===== src/rtl/key_edge_detect.sv =====
// Key pin front end: synchroniser, power-up mask, edge pulses with lockout.
// Ports: CLK/RSTn; Pin_In raw pin; H2L_Sig/L2H_Sig pulses; Key_Level; Bounce_Cnt.
module key_edge_detect #(
  parameter logic [15:0] T_STARTUP = 16'd4_999,
  parameter logic [19:0] T_LOCK    = 20'd499_999
) (
  input  logic       CLK,
  input  logic       RSTn,
  input  logic       Pin_In,
  output logic       H2L_Sig,
  output logic       L2H_Sig,
  output logic       Key_Level,
  output logic [7:0] Bounce_Cnt
);

  typedef enum logic [1:0] {
    ST_STARTUP,
    ST_IDLE,
    ST_LOCK
  } state_t;

  state_t      r_state;
  state_t      w_state_nxt;
  logic        r_sync1;
  logic        r_sync2;
  logic        r_prev;
  logic [19:0] r_cnt;
  logic [19:0] w_cnt_nxt;
  logic        r_h2l;
  logic        w_h2l_nxt;
  logic        r_l2h;
  logic        w_l2h_nxt;
  logic        r_level;
  logic        w_level_nxt;
  logic [7:0]  r_bcnt;
  logic [7:0]  w_bcnt_nxt;

  logic        w_fall;
  logic        w_rise;
  logic        w_st_done;
  logic        w_lk_done;

  assign w_fall    = r_prev & ~r_sync2;
  assign w_rise    = ~r_prev & r_sync2;
  assign w_st_done = (r_cnt == {4'd0, T_STARTUP});
  assign w_lk_done = (r_cnt == T_LOCK);

  always_ff @(posedge CLK or negedge RSTn) begin
    if (!RSTn) begin
      r_sync1 <= 1'b1;
      r_sync2 <= 1'b1;
      r_prev  <= 1'b1;
    end else begin
      r_sync1 <= Pin_In;
      r_sync2 <= r_sync1;
      r_prev  <= r_sync2;
    end
  end

  always_ff @(posedge CLK or negedge RSTn) begin
    if (!RSTn) begin
      r_state <= ST_STARTUP;
      r_cnt   <= 20'd0;
      r_h2l   <= 1'b0;
      r_l2h   <= 1'b0;
      r_level <= 1'b1;
      r_bcnt  <= 8'd0;
    end else begin
      r_state <= w_state_nxt;
      r_cnt   <= w_cnt_nxt;
      r_h2l   <= w_h2l_nxt;
      r_l2h   <= w_l2h_nxt;
      r_level <= w_level_nxt;
      r_bcnt  <= w_bcnt_nxt;
    end
  end

  always_comb begin
    w_state_nxt = r_state;
    w_cnt_nxt   = r_cnt;
    w_h2l_nxt   = 1'b0;
    w_l2h_nxt   = 1'b0;
    w_level_nxt = r_level;
    w_bcnt_nxt  = r_bcnt;
    unique case (r_state)
      ST_STARTUP: begin
        if (w_st_done) begin
          w_level_nxt = r_sync2;
          w_state_nxt = ST_IDLE;
          w_cnt_nxt   = 20'd0;
        end else begin
          w_cnt_nxt = r_cnt + 20'd1;
        end
      end
      ST_IDLE: begin
        w_cnt_nxt = 20'd0;
        if (w_fall && r_level) begin
          w_h2l_nxt   = 1'b1;
          w_level_nxt = 1'b0;
          w_state_nxt = ST_LOCK;
        end else if (w_rise && !r_level) begin
          w_l2h_nxt   = 1'b1;
          w_level_nxt = 1'b1;
          w_state_nxt = ST_LOCK;
        end
      end
      ST_LOCK: begin
        if ((w_fall || w_rise) && (r_bcnt != 8'hFF))
          w_bcnt_nxt = r_bcnt + 8'd1;
        if (w_lk_done) begin
          w_cnt_nxt = 20'd0;
          // Level moved under the lockout: report it now and lock again.
          if (r_sync2 != r_level) begin
            w_h2l_nxt   = ~r_sync2;
            w_l2h_nxt   = r_sync2;
            w_level_nxt = r_sync2;
            w_state_nxt = ST_LOCK;
          end else begin
            w_state_nxt = ST_IDLE;
          end
        end else begin
          w_cnt_nxt = r_cnt + 20'd1;
        end
      end
      default: begin
        w_state_nxt = ST_STARTUP;
        w_cnt_nxt   = 20'd0;
      end
    endcase
  end

  assign H2L_Sig    = r_h2l;
  assign L2H_Sig    = r_l2h;
  assign Key_Level  = r_level;
  assign Bounce_Cnt = r_bcnt;

endmodule


===== config.mk =====
export PLATFORM = sky130hd
export DESIGN_NAME = key_edge_detect
export DESIGN_NICKNAME = d
export VERILOG_FILES = /design/src/rtl/key_edge_detect.sv
export SDC_FILE = /design/constraint.sdc
export NUM_CORES = 1
export LEC_CHECK = 0
export CORE_ASPECT_RATIO = 0.8
export CORE_MARGIN = 2
export CORE_UTILIZATION = 40
export DETAILED_ROUTE_END_ITERATION = 6
export GPL_TIMING_DRIVEN = 0
export PLACE_DENSITY_LB_ADDON = 0.08
export SYNTH_ARGS = -nofsm -noshare
export SYNTH_HDL_FRONTEND = slang
export SYNTH_SLANG_ARGS = --single-unit

===== constraint.sdc =====
create_clock -name CLK -period 3.4 [get_ports CLK]
set_input_delay 1.02 -clock CLK [delete_from_list [all_inputs] [get_ports CLK]]
set_output_delay 1.02 -clock CLK [all_outputs]
set_load 0.05 [all_outputs]

==> flow_metrics.env <==
export IMPL_p_leak_nw=0.917
export IMPL_cts_root_buf="clkbuf_8"
export IMPL_holdPathStages=0
export IMPL_insertion_delay_ps=290
export IMPL_drc=0
export IMPL_grt_first_pass_wirelength_um=6200
export IMPL_clock_path_buffers=2
export IMPL_critPathMaxFanout=5
export IMPL_die_x_um=79.7
export IMPL_drt_wl_total_um=3590
export IMPL_nFillCells=388
export IMPL_hold_path_class="reg2reg"
export IMPL_status="finished clean"
export IMPL_timing_final_setup_violations=0
export IMPL_start_util_pct=42.8
export IMPL_synth_cells=181
export IMPL_avgSynthCellArea_um2=10.1
export IMPL_ios=14
export IMPL_area_growth_pct=16.6
export IMPL_synthDistinctLibCells=35
export IMPL_skew_ps=5.48
export IMPL_fp_dieH_um=64.5
export IMPL_finalPower_mw=0.819
export IMPL_yosys_register_bits=36
export IMPL_first_pass_iters=4
export IMPL_rr_worst_depth=7
export IMPL_post_cts_buffers=0
export IMPL_antenna_found_initial=0
export IMPL_num_rows=21
export IMPL_viasPerCell=5.14
export IMPL_synth_seq_area_share_pct=49.4
export IMPL_max_freq_mhz=371
export IMPL_fin_crit_ps=2690
export IMPL_crit_arrival_ps=1670
export IMPL_core_area_um2=4280
export IMPL_cp_required_ps=2380
export IMPL_syn_nets=194
export IMPL_slowest_delay_ps=810
export IMPL_num_antenna_cells=0
export IMPL_synth_area_um2=1830
export IMPL_cts_hold_buf=0
export IMPL_die_area_um2=5140
export IMPL_grt_overflow_total=0
export IMPL_critPathCaptureType="output pin"
export IMPL_rsz0062_at_grt="false"
export IMPL_hold_viol=0
export IMPL_totalNegativeSetupSlack_ps=0
export IMPL_period_share_pct=79.2
export IMPL_cts_made_buffers=5
export IMPL_peakVddDrop_uv=172
export IMPL_vias=1332
export IMPL_layout_commonest_cell="dfrtp_1"
export IMPL_worstMarginPinSlew_ps=836
export IMPL_synth_warnings=0
export IMPL_gp_congestion=0.759
export IMPL_port_buffers=13
export IMPL_clkSinkCount=36
export IMPL_cp_depth=1
export IMPL_layout_common_cells="dfrtp_1 (32), nor2_1 (25), nand3_1 (17)"
export IMPL_maxCapViolCount=0
export IMPL_slew_headroom_pct=43.8
export IMPL_cts_resized=0
export IMPL_regArea_um2=906
export IMPL_critical_path_top_delay_family="buffers and inverters"
export IMPL_antenna_left=0
export IMPL_grt_pass1_vias=1349
export IMPL_nNetsFinal=214
export IMPL_drt_iter0_drc=46
export IMPL_rrSetupSlack_ps=830
export IMPL_cts_tree="built"
export IMPL_path_class="reg2out"
export IMPL_wire_per_inst_um=13.8
export IMPL_start_kind="flip-flop"
export IMPL_clk_pin_slew_worst_paths_ps=70
export IMPL_drive_gt1_share_pct=10.4
export IMPL_path_cells="clkdlybuf4s50_1"
export IMPL_hpwl_um=2520
export IMPL_multi_input_area_um2=895
export IMPL_ctsHtreeMaxLevel=2
export IMPL_grt_max_degree=37
export IMPL_path_buf_inv=1
export IMPL_cp_slowest_cell="clkdlybuf4s50_1"
export IMPL_slew_violations=0
export IMPL_power_density_nw_per_um2=383
export IMPL_track_usage_pct=15.9
==> final timing paths <==
check	startpoint	end
setup reg to reg	r_cnt[10]	r_cnt[13]
max in group asynchronous	RSTn	Bounce_Cnt[5]
setup / recovery	Key_Level	Key_Level
hold / removal	r_sync1	r_sync2
min in group asynchronous	RSTn	r_cnt[9]
hold reg to reg	r_sync1	r_sync2
==> state kept, by name, summed over array words and instances, names as in the netlist <==
| signal | flops |
|---|---|
| r_cnt | 20 |
| Bounce_Cnt | 8 |
| r_state | 2 |
| H2L_Sig | 1 |
| Key_Level | 1 |
| L2H_Sig | 1 |
| r_prev | 1 |
| r_sync1 | 1 |
| r_sync2 | 1 |
==> routing by layer <==
layer | track usage, % | vias to the layer above | wire (um)
li1 | - | 662 | -
met1 | 20.8 | 653 | 1840
met2 | 24.8 | 15 | 1600
met3 | 6.27 | 2 | 128
met4 | 3.88 | 0 | 18
met5 | 0 | - | 0
==> synth_stat cells (all sizes together) <==
library cell | count | area (um^2)
a21boi | 3 | 22.5
a21oi | 3 | 15.0
a221oi | 1 | 15.0
a31o | 1 | 8.76
a31oi | 1 | 6.26
and2 | 1 | 6.26
and3 | 4 | 26.3
and4 | 1 | 8.76
buf | 2 | 10.0
dfrtp | 32 | 801
dfstp | 4 | 105
ha | 10 | 125
inv | 6 | 22.5
mux2 | 2 | 26.3
mux2i | 2 | 20.0
nand2 | 17 | 66.3
nand2b | 1 | 6.26
nand3 | 17 | 85.1
nand4 | 5 | 31.3
nor2 | 25 | 93.8
nor2b | 2 | 12.5
nor3 | 5 | 25.0
nor4 | 2 | 12.5
nor4b | 1 | 8.76
o21ai | 4 | 20.0
o22ai | 1 | 6.26
o31ai | 1 | 7.51
or4 | 2 | 18.8
or4b | 1 | 10.0
xnor2 | 10 | 87.6
xor2 | 14 | 123
==> logic make-up (layout without fill, tap and decap cells) <==
| group | Yosys count | in the layout | synth area share, % |
|---|---|---|---|
| xor+xnor | 24 | 24 | 11.5 |
| buf+inv | 8 | 29 | 1.77 |
| flops | 36 | 36 | 49.4 |
| simple gates | 84 | 84 | 22.5 |
| fa+ha+maj | 10 | 10 | 6.83 |
| mux | 4 | 4 | 2.53 |
| compound gates | 15 | 15 | 5.53 |
==> metrics by stage <==
stage	instance area (um^2)	utilization, %	hold slack [ps]	worst slack [ps]	cells
floorplan	1830	-	345	1140	181
global placement	2030	47.5	346	501	251
detailed placement	2030	47.4	347	908	251
CTS	2140	49.9	360	692	259
global route	2140	49.9	383	655	259
finish	2140	49.9	355	707	259
==> power breakdown <==
part | switching (mW) | total [mW] | internal (mW)
clock network | 0.154 | 0.372 | 0.218
logic | 0.0106 | 0.0142 | 0.00357
registers | 0.00147 | 0.433 | 0.431
total | 0.166 | 0.819 | 0.653
==> cell type report <==
class | instances | share of cell area (%)
Clock buffer | 6 | 3.40
Buffer | 2 | 0.468
Tap cell | 57 | 3.34
Clock inverter | 2 | 1.64
Timing Repair Buffer | 13 | 5.85
Inverter | 6 | 1.05
Sequential cell | 36 | 42.4
Multi-Input combinational cell | 137 | 41.9
No activity file was read; power rests on OpenSTA's default activity.
